## config.mk

```make
export PLATFORM = sky130hd
export DESIGN_NAME = mp_mac_pipe_flat
export DESIGN_NICKNAME = d
export VERILOG_FILES = /design/src/rtl/mp_pkg.sv /design/src/rtl/mp_mac_pipe_if.sv /design/src/rtl/mp_hps_mult.sv /design/src/rtl/mp_mac_pipe.sv /design/src/flat_wrapper.sv
export SDC_FILE = /design/constraint.sdc
export NUM_CORES = 1
export LEC_CHECK = 0
export BUFFER_PORTS_ARGS = -buffer_cell sky130_fd_sc_hd__buf_4
export CAP_MARGIN = 25
export CORE_ASPECT_RATIO = 0.5
export CORE_MARGIN = 2
export CORE_UTILIZATION = 40
export DETAILED_ROUTE_END_ITERATION = 10
export PLACE_DENSITY = 0.59
export SKIP_CTS_REPAIR_TIMING = 1
export SLEW_MARGIN = 40
export SYNTH_ARGS = -nofsm -noshare
export SYNTH_HDL_FRONTEND = slang
export SYNTH_HIERARCHICAL = 1
export SYNTH_SLANG_ARGS = --single-unit
```

## constraint.sdc

```tcl
create_clock -name clk -period 5 [get_ports clk]
set_clock_uncertainty 0.05 [all_clocks]
set_input_delay 1 -clock clk [delete_from_list [all_inputs] [get_ports clk]]
set_output_delay 1 -clock clk [all_outputs]
set_load 0.05 [all_outputs]
```

## src/rtl/mp_pkg.sv

```systemverilog
// Shared types for the multi-precision MAC pipeline: mode encodings and stage control.
// Latency: n/a (types and a combinational helper only).
// Backpressure: n/a.
// Contents: mode_e/sign_e encodings, mode_t (in_mode layout), stage_ctl_t, decode_mode().
package mp_pkg;

  typedef enum logic {
    MODE_FULL  = 1'b0,  // one W x W product
    MODE_SPLIT = 1'b1   // two independent (W/2) x (W/2) lanes
  } mode_e;

  typedef enum logic {
    SIGN_U = 1'b0,
    SIGN_S = 1'b1
  } sign_e;

  // Field order mirrors in_mode: bit1 = signedness, bit0 = split.
  typedef struct packed {
    sign_e sgn;
    mode_e split;
  } mode_t;

  // Control half of a pipeline stage; the data half is sized by the
  // module parameters and travels in registers alongside it.
  typedef struct packed {
    logic  valid;
    logic  last;
    mode_t mode;
  } stage_ctl_t;

  function automatic mode_t decode_mode(input logic [1:0] m);
    mode_t r;
    r.sgn   = sign_e'(m[1]);
    r.split = mode_e'(m[0]);
    return r;
  endfunction

endpackage

```

## src/rtl/mp_mac_pipe_if.sv

```systemverilog
// Operand-in / result-out handshake bundle for mp_mac_pipe.
// Latency: n/a (wiring only).
// Backpressure: valid/ready on both the beat input and the result output.
// Ports: in_valid/in_ready/in_x/in_y/in_mode/in_last (beat), out_valid/out_ready/out_acc (result).
interface mp_mac_pipe_if #(
  parameter int W     = 8,
  parameter int ACC_W = 32
) ();

  logic             in_valid;
  logic             in_ready;
  logic [W-1:0]     in_x;
  logic [W-1:0]     in_y;
  logic [1:0]       in_mode;
  logic             in_last;
  logic             out_valid;
  logic             out_ready;
  logic [ACC_W-1:0] out_acc;

  // Feeder/drain side.
  modport master (
    output in_valid, in_x, in_y, in_mode, in_last, out_ready,
    input  in_ready, out_valid, out_acc
  );

  // MAC side.
  modport slave (
    input  in_valid, in_x, in_y, in_mode, in_last, out_ready,
    output in_ready, out_valid, out_acc
  );

endinterface

```

## src/rtl/mp_hps_mult.sv

```systemverilog
// Half-width partial-product multiplier: H x H with per-operand signedness, 2H-bit result.
// Latency: 0 (combinational).
// Backpressure: none; the caller registers the result.
// Ports: a, b (H bits), a_signed, b_signed, p (2H bits, two's complement when either input is signed).
module mp_hps_mult #(
  parameter int H = 4
) (
  input  logic [H-1:0]   a,
  input  logic [H-1:0]   b,
  input  logic           a_signed,
  input  logic           b_signed,
  output logic [2*H-1:0] p
);

  logic [2*H-1:0] a_ext;
  logic [2*H-1:0] b_ext;

  // The low 2H bits of a product only depend on the low 2H bits of its
  // operands, so extending to 2H and multiplying modulo 2^2H gives the
  // exact signed/unsigned product without any wider intermediate.
  assign a_ext = {{H{a_signed & a[H-1]}}, a};
  assign b_ext = {{H{b_signed & b[H-1]}}, b};
  assign p     = a_ext * b_ext;

endmodule

```

## src/rtl/mp_mac_pipe.sv

```systemverilog
// Pipelined multi-precision MAC: W x W or dual (W/2) x (W/2) products accumulated per in_last group.
// Latency: last beat accepted at edge k -> out_valid after edge k+3; one beat per cycle.
// Backpressure: whole pipe advances on (!out_valid || out_ready); in_ready equals that advance.
// Ports: clk, rst_n (async active-low), bus (mp_mac_pipe_if.slave).
module mp_mac_pipe
  import mp_pkg::*;
#(
  parameter int W     = 8,
  parameter int ACC_W = 32
) (
  input  logic          clk,
  input  logic          rst_n,
  mp_mac_pipe_if.slave  bus
);

  localparam int H  = W / 2;
  localparam int HA = ACC_W / 2;

  logic advance;
  logic accept;

  // Group mode tracking
  logic  in_grp_q, in_grp_d;
  mode_t grp_mode_q, grp_mode_d;
  mode_t beat_mode;

  // S1: input register
  stage_ctl_t   s1_ctl_q, s1_ctl_d;
  logic [W-1:0] s1_x_q, s1_x_d;
  logic [W-1:0] s1_y_q, s1_y_d;

  // S2: partial products
  stage_ctl_t           s2_ctl_q, s2_ctl_d;
  logic [3:0][2*H-1:0]  pp;
  logic [3:0][2*H-1:0]  s2_pp_q, s2_pp_d;

  // S3: extended/lane-packed sum, then accumulate + output register
  logic             s3_vld_q, s3_vld_d;
  logic             s3_last_q, s3_last_d;
  logic             s3_split_q, s3_split_d;
  logic [ACC_W-1:0] s3_sum_q, s3_sum_d;
  logic [ACC_W-1:0] sum_c;

  logic [ACC_W-1:0] acc_q, acc_d;
  logic [ACC_W-1:0] acc_sum;
  logic             out_valid_q, out_valid_d;
  logic [ACC_W-1:0] out_acc_q, out_acc_d;

  assign advance       = !out_valid_q || bus.out_ready;
  assign accept        = bus.in_valid && advance;
  assign bus.in_ready  = advance;
  assign bus.out_valid = out_valid_q;
  assign bus.out_acc   = out_acc_q;

  // Only the first beat of a group decides the mode; later beats reuse it.
  assign beat_mode = in_grp_q ? grp_mode_q : decode_mode(bus.in_mode);

  always_comb begin
    in_grp_d   = in_grp_q;
    grp_mode_d = grp_mode_q;
    s1_ctl_d   = s1_ctl_q;
    s1_x_d     = s1_x_q;
    s1_y_d     = s1_y_q;
    if (accept) begin
      in_grp_d   = !bus.in_last;
      grp_mode_d = beat_mode;
    end
    if (advance) begin
      s1_ctl_d.valid = accept;
      s1_ctl_d.last  = bus.in_last;
      s1_ctl_d.mode  = beat_mode;
      if (accept) begin
        s1_x_d = bus.in_x;
        s1_y_d = bus.in_y;
      end
    end
  end

  // Partial products. In split mode every half is a top half, so the low
  // halves become signed too; in full mode only xH/yH carry a sign.
  logic s1_sg;
  logic s1_lo_sg;

  assign s1_sg    = (s1_ctl_q.mode.sgn == SIGN_S);
  assign s1_lo_sg = s1_sg && (s1_ctl_q.mode.split == MODE_SPLIT);

  mp_hps_mult #(.H(H)) u_pp0 (
    .a(s1_x_q[H-1:0]), .b(s1_y_q[H-1:0]), .a_signed(s1_lo_sg), .b_signed(s1_lo_sg), .p(pp[0])
  );
  mp_hps_mult #(.H(H)) u_pp1 (
    .a(s1_x_q[W-1:H]), .b(s1_y_q[H-1:0]), .a_signed(s1_sg), .b_signed(s1_lo_sg), .p(pp[1])
  );
  mp_hps_mult #(.H(H)) u_pp2 (
    .a(s1_x_q[H-1:0]), .b(s1_y_q[W-1:H]), .a_signed(s1_lo_sg), .b_signed(s1_sg), .p(pp[2])
  );
  mp_hps_mult #(.H(H)) u_pp3 (
    .a(s1_x_q[W-1:H]), .b(s1_y_q[W-1:H]), .a_signed(s1_sg), .b_signed(s1_sg), .p(pp[3])
  );

  always_comb begin
    s2_ctl_d = s2_ctl_q;
    s2_pp_d  = s2_pp_q;
    if (advance) begin
      s2_ctl_d = s1_ctl_q;
      s2_pp_d  = pp;
    end
  end

  // Lane/shift combine. Each partial product is extended with the sign it
  // actually carries: pp0 is unsigned in full mode, the others follow the
  // signed flag. Split lanes extend to half the accumulator width.
  logic             s2_sg;
  logic             s2_sp;
  logic [ACC_W-1:0] e0, e1, e2, e3;
  logic [HA-1:0]    l0, l3;

  always_comb begin
    s2_sg = (s2_ctl_q.mode.sgn == SIGN_S);
    s2_sp = (s2_ctl_q.mode.split == MODE_SPLIT);
    e0 = {ACC_W{s2_sp && s2_sg && s2_pp_q[0][2*H-1]}};
    e0[2*H-1:0] = s2_pp_q[0];
    e1 = {ACC_W{s2_sg && s2_pp_q[1][2*H-1]}};
    e1[2*H-1:0] = s2_pp_q[1];
    e2 = {ACC_W{s2_sg && s2_pp_q[2][2*H-1]}};
    e2[2*H-1:0] = s2_pp_q[2];
    e3 = {ACC_W{s2_sg && s2_pp_q[3][2*H-1]}};
    e3[2*H-1:0] = s2_pp_q[3];
    l0 = {HA{s2_sg && s2_pp_q[0][2*H-1]}};
    l0[2*H-1:0] = s2_pp_q[0];
    l3 = {HA{s2_sg && s2_pp_q[3][2*H-1]}};
    l3[2*H-1:0] = s2_pp_q[3];
    if (s2_sp) begin
      sum_c = {l3, l0};
    end else begin
      sum_c = e0 + (e1 << H) + (e2 << H) + (e3 << W);
    end
  end

  always_comb begin
    s3_vld_d   = s3_vld_q;
    s3_last_d  = s3_last_q;
    s3_split_d = s3_split_q;
    s3_sum_d   = s3_sum_q;
    if (advance) begin
      s3_vld_d   = s2_ctl_q.valid;
      s3_last_d  = s2_ctl_q.last;
      s3_split_d = s2_sp;
      s3_sum_d   = sum_c;
    end
  end

  // Split mode adds the halves independently so no carry crosses lanes.
  always_comb begin
    if (s3_split_q) begin
      acc_sum = {acc_q[ACC_W-1:HA] + s3_sum_q[ACC_W-1:HA],
                 acc_q[HA-1:0] + s3_sum_q[HA-1:0]};
    end else begin
      acc_sum = acc_q + s3_sum_q;
    end
  end

  always_comb begin
    acc_d       = acc_q;
    out_valid_d = out_valid_q;
    out_acc_d   = out_acc_q;
    if (advance) begin
      // A new last result landing on the handshake edge keeps out_valid high.
      out_valid_d = s3_vld_q && s3_last_q;
      if (s3_vld_q) begin
        if (s3_last_q) begin
          out_acc_d = acc_sum;
          acc_d     = '0;
        end else begin
          acc_d = acc_sum;
        end
      end
    end
  end

  always_ff @(posedge clk or negedge rst_n) begin
    if (!rst_n) begin
      in_grp_q    <= 1'b0;
      grp_mode_q  <= '0;
      s1_ctl_q    <= '0;
      s1_x_q      <= '0;
      s1_y_q      <= '0;
      s2_ctl_q    <= '0;
      s2_pp_q     <= '0;
      s3_vld_q    <= 1'b0;
      s3_last_q   <= 1'b0;
      s3_split_q  <= 1'b0;
      s3_sum_q    <= '0;
      acc_q       <= '0;
      out_valid_q <= 1'b0;
      out_acc_q   <= '0;
    end else begin
      in_grp_q    <= in_grp_d;
      grp_mode_q  <= grp_mode_d;
      s1_ctl_q    <= s1_ctl_d;
      s1_x_q      <= s1_x_d;
      s1_y_q      <= s1_y_d;
      s2_ctl_q    <= s2_ctl_d;
      s2_pp_q     <= s2_pp_d;
      s3_vld_q    <= s3_vld_d;
      s3_last_q   <= s3_last_d;
      s3_split_q  <= s3_split_d;
      s3_sum_q    <= s3_sum_d;
      acc_q       <= acc_d;
      out_valid_q <= out_valid_d;
      out_acc_q   <= out_acc_d;
    end
  end

endmodule

```

## src/flat_wrapper.sv

```systemverilog
// flat-port wrapper written by rule: the top's interface ports become plain ports
module mp_mac_pipe_flat import mp_pkg::*;
#(
  parameter int W     = 8,
  parameter int ACC_W = 32
)
  (clk, rst_n, bus_in_valid, bus_in_x, bus_in_y, bus_in_mode, bus_in_last, bus_out_ready, bus_in_ready, bus_out_valid, bus_out_acc);
  mp_mac_pipe_if #(.W(W), .ACC_W(ACC_W)) bus_i ();
  input  logic clk;
  input  logic rst_n;
  input wire logic [$bits(bus_i.in_valid)-1:0] bus_in_valid;
  input wire logic [$bits(bus_i.in_x)-1:0] bus_in_x;
  input wire logic [$bits(bus_i.in_y)-1:0] bus_in_y;
  input wire logic [$bits(bus_i.in_mode)-1:0] bus_in_mode;
  input wire logic [$bits(bus_i.in_last)-1:0] bus_in_last;
  input wire logic [$bits(bus_i.out_ready)-1:0] bus_out_ready;
  output wire logic [$bits(bus_i.in_ready)-1:0] bus_in_ready;
  output wire logic [$bits(bus_i.out_valid)-1:0] bus_out_valid;
  output wire logic [$bits(bus_i.out_acc)-1:0] bus_out_acc;
  assign bus_i.in_valid = bus_in_valid;
  assign bus_i.in_x = bus_in_x;
  assign bus_i.in_y = bus_in_y;
  assign bus_i.in_mode = bus_in_mode;
  assign bus_i.in_last = bus_in_last;
  assign bus_i.out_ready = bus_out_ready;
  assign bus_in_ready = bus_i.in_ready;
  assign bus_out_valid = bus_i.out_valid;
  assign bus_out_acc = bus_i.out_acc;
  mp_mac_pipe #(.W(W), .ACC_W(ACC_W)) u_core (.clk(clk), .rst_n(rst_n), .bus(bus_i));
endmodule
```

-- After elaboration in Yosys (flattened, before gate mapping)
Cells that the tools add are included.
- bits in registers: 159
- latch bits: 0
- memory bits (writable): 0
- memory bits (read-only): 0
- input port bits: 23
- output and inout bits: 34
- memories: 0
- add/subtract/negate cells: 6
- multiply operators: 4
- divide/modulo/power cells: 0
- $lt $le $gt $ge: 0
- equal/unequal tests: 0
- shift-type cells: 0
- mux-type cells: 4
- bitwise gates (word level): 4
- reduce and logical (&&, ||, !) cells: 15
- operators with widths (operator ; number):
    adder 32 bit ; 3
    two-way mux 32 bit ; 3
    adder 16 bit ; 2
    multiplier 5 x 5 -> 8 bit ; 4
    adder 9 x 13 -> 14 bit ; 1
    logical AND 1 bit ; 9
    bitwise AND 1 bit ; 4
    AND reduction 2 bit ; 2
    AND reduction 3 bit ; 1
    zero test 1 bit ; 2
    two-way mux 2 bit ; 1
    logical OR 1 bit ; 1

-- Longest topological paths before layout
- depth after elaboration: 6
- gate-level depth with buffers: 16

-- By module
Netlist, hierarchy kept.
- modules (own cells, without submodules) (module ; times used ; cells an instance ; area each (sq um)):
    mp_mac_pipe ; 1 ; 876 ; 8557.0
    mp_hps_mult ; 4 ; 80 ; 714.4

-- Worst setup path after synthesis
Ideal clock, no wire load.
- path kind: reg-to-reg
- start: register u_core.s1_ctl_q (netlist bit u_core/s1_sg)
- end: register u_core.s2_pp_q (netlist bit u_core/e0[7])
- arrival: 3932 ps
- required time: 4833 ps
- slack: 901 ps
- cell stages (with the launch flop): 14
- period minus slack after synthesis: 4099 ps
- cells stage by stage: dfrtp_1 > and2_1 > nand2_1 > or2_2 > fa_1 > fa_1 > fa_1 > inv_1 > ha_1 > a21o_1 > a21oi_1 > xnor3_1 > nand2_1 > nand2_1
- RTL lines (element ; line ; source):
    from (decl) ; mp_mac_pipe.sv:28 ; stage_ctl_t s1_ctl_q, s1_ctl_d;
    from (signal assigned) ; mp_mac_pipe.sv:199 ; s1_ctl_q <= s1_ctl_d;
    to (signal assigned) ; mp_mac_pipe.sv:203 ; s2_pp_q <= s2_pp_d;
    to (decl) ; mp_mac_pipe.sv:35 ; logic [3:0][2*H-1:0] s2_pp_q, s2_pp_d;

==> out/qor.yml <==
outcome: "finished clean"
critPathLaunchType: "register"
h-tree-depth: 4
yosysWarnings: 6
finalNetCount: 1426
postSynthAreaPerCell_um2: 9.54
wire_per_inst_um: 16.3
critPathMaxFanout: 15
die_h_um: 123
vias_per_cell: 5.14
slew_viol_final: 0
max_stage_delay_ns: 0.59
ctsRootBufferMaster: "clkbuf_16"
grt.overflow.total: 0
n_antenna_cell: 0
synth_mux_area_share_pct: 4.60
groute.usage.overall_pct: 19.1
synthArstFlopShare_pct: 100
core_area_um2: 27900
initial_core_util_pct: 41.0
synth_fa_ha_area_share_pct: 22.0
period_share_pct: 86.4
clkSlewWorstSetupHoldPaths_ns: 0.07
grt_max_degree: 88
endpoint_kind: "register"
yosys.area_share.simple_pct: 15.5
area_delta_synth_final_pct: 12.5
ant_nets: 0
fmax_ghz: 0.232
fin_crit_ns: 4.32
synth_xor_area_share_pct: 5.97
die_w_um: 243
holdCritPathClass: "register to register"
drc_errors: 0
fp-row-count: 43
insertion_delay_ns: 0.45
synth_most_common_cell: "nand2_1"
drt_first_iter_violations: 479
synth_top_area_cell: "dfrtp_1"
synthesis.area_um2: 11400
relSlewSlack_pct: 48.9
vias: 8403
antenna_found_initial: 0
grt_pass1_wl_mm: 44.9
routed_wirelength_mm: 26.7
die_area_um2: 30000
dr.pass1.iters: 5
first_global_vias: 8564
crit_required_ns: 5.29
tightest_slew_ns: 0.766
post-dp-hpwl_mm: 19.5
synth_commonest_cells: "231 x nand2_1, 152 x dfrtp_1, 112 x inv_1"
synthFlopType: "dfrtp_1"
drive_above_1_share_pct: 14.4
drv_cap: 0
ys_ff_latch: 152
portBuffers: 56
hold_viol_final: 0
synth_seq_area_share_pct: 33.3
synth_edf_count: 0
setup_tns_ns: 0
arrival_ns: 4.61
cp_cell_sequence: "and2_1, nand2_1, or2_2, fa_1, fa_1, fa_1, inv_1, ha_1, a21o_1, a21oi_1, xnor3_1, nand2_1, nand2_1"
synth_top_family_by_area: "adder cells"
clock-sinks: 152
io_pins: 57
synth_compound_area_share_pct: 13.3
cts_made_buffers: 17
synth.area.top_cells: "dfrtp_1 33%, fa_1 11%, ha_1 11%"
yosys.cell_types.count: 66
critPathSlowestCell: "dfrtp_1"
grt_setup_unrepaired: "no"
setup_viol: 0
synth_top_area_share_pct: 33.3
gp_congestion: 0.862
critPathKind: "register to register"
syn_inst: 1196
syn_nets: 1381
cts_tree: "done"
cts_buffer_depth: 2
[per-layer routing]
layer	global-route usage [%]	part of all wire, %
met2	30.3	44
met1	26.3	51
met4	6.63	1.7
met5	0	0
met3	3.71	3.3
[per-stage QoR]
step | utilization, % | std cells | setup WS (ns) | area, um^2 | hold WS, ns
after floorplan | - | 1196 | 0.901 | 11400 | 0.389
after global placement | 44.0 | 1604 | 0.806 | 12300 | 0.401
after detailed placement | 44.0 | 1604 | 0.695 | 12300 | 0.406
after CTS | 46.1 | 1636 | 0.682 | 12800 | 0.418
after global routing | 46.1 | 1636 | 0.428 | 12800 | 0.443
final | 46.1 | 1636 | 0.682 | 12800 | 0.415
[path summary, 6_finish.rpt]
check | start | endpoint | slack (ns) | depth (start not counted)
min in group asynchronous | rst_n | u_core/s2_ctl_q[3] | 0.56 | 1
setup / recovery | u_core/s1_sg | u_core/e0[7] | 0.68 | 13
setup reg to reg | u_core/s1_sg | u_core/e0[7] | 0.68 | 13
max in group asynchronous | rst_n | u_core/s1_x_q[4] | 3.37 | 2
hold reg to reg | u_core/e0[0] | u_core/s3_sum_q[0] | 0.41 | 2
hold / removal | u_core/e0[0] | u_core/s3_sum_q[0] | 0.41 | 2
[sequential cells by signal, indices dropped and copies added (netlist names), 2 cells and up]
register / cells
u_core/e1: 8
u_core/s1_x_q: 8
u_core/s2_ctl_q: 2
u_core/s1_y_q: 8
u_core/grp_mode_q: 2
u_core/e0: 8
u_core/s3_sum_q: 25
u_core/e3: 8
u_core/bus.out_acc: 32
u_core/s1_ctl_q: 3
u_core/acc_q: 32
u_core/e2: 8
[layout make-up]
class                      instances  area (um^2)
clock inverter                    14          150
multi-input combinational        887         7020
sequential                       152         3800
clock buffer                      18          439
tap                              382          478
inverter                         114          429
timing repair buffer              69          524
fill                            2711        15000
[placed cells by master (no fill, tap or decap), drive strengths merged, types with 5 or more instances in the layout]
cell type,netlist,routed
a211o,9,9
a211oi,8,8
a21o,22,22
a21oi,55,55
a22o,22,22
a31oi,7,7
and2,46,46
and3,19,19
buf,5,68
clkbuf,38,19
dfrtp,152,152
fa,65,65
ha,97,97
inv,113,122
mux2,41,41
mux2i,6,6
nand2,231,231
nand3,15,15
nand4,8,8
nor2,24,24
nor3,11,11
o21a,12,12
o21ai,46,46
o21bai,5,5
o31ai,9,9
or2,13,13
or3,5,5
xnor2,50,50
xnor3,5,5
xor2,15,15
[kinds of logic (layout without fill, tap and decap cells)]
logic type,after synthesis,after routing
AOI/OAI and AO/OA,222,222
and+or+nand+nor,386,386
adders and majority gates,162,162
buffers and inverters,157,215
muxes,47,47
DFF,152,152
xor gates and xnor gates,70,70
[worst max-delay path, delay by kind of cell, from the launching register on]
family | cells | cell delay, ns
AND/OR/NAND/NOR | 5 | 0.89
AO/OA/AOI/OAI | 2 | 0.33
adder cells (fa/ha/maj) | 4 | 1.90
buffers and inverters | 1 | 0.05
flip-flops | 1 | 0.59
XOR/XNOR | 1 | 0.40
Power is left out: the tool's default activity adds up to more than one toggle a clock period on the data nets, which glitch-free logic cannot reach.
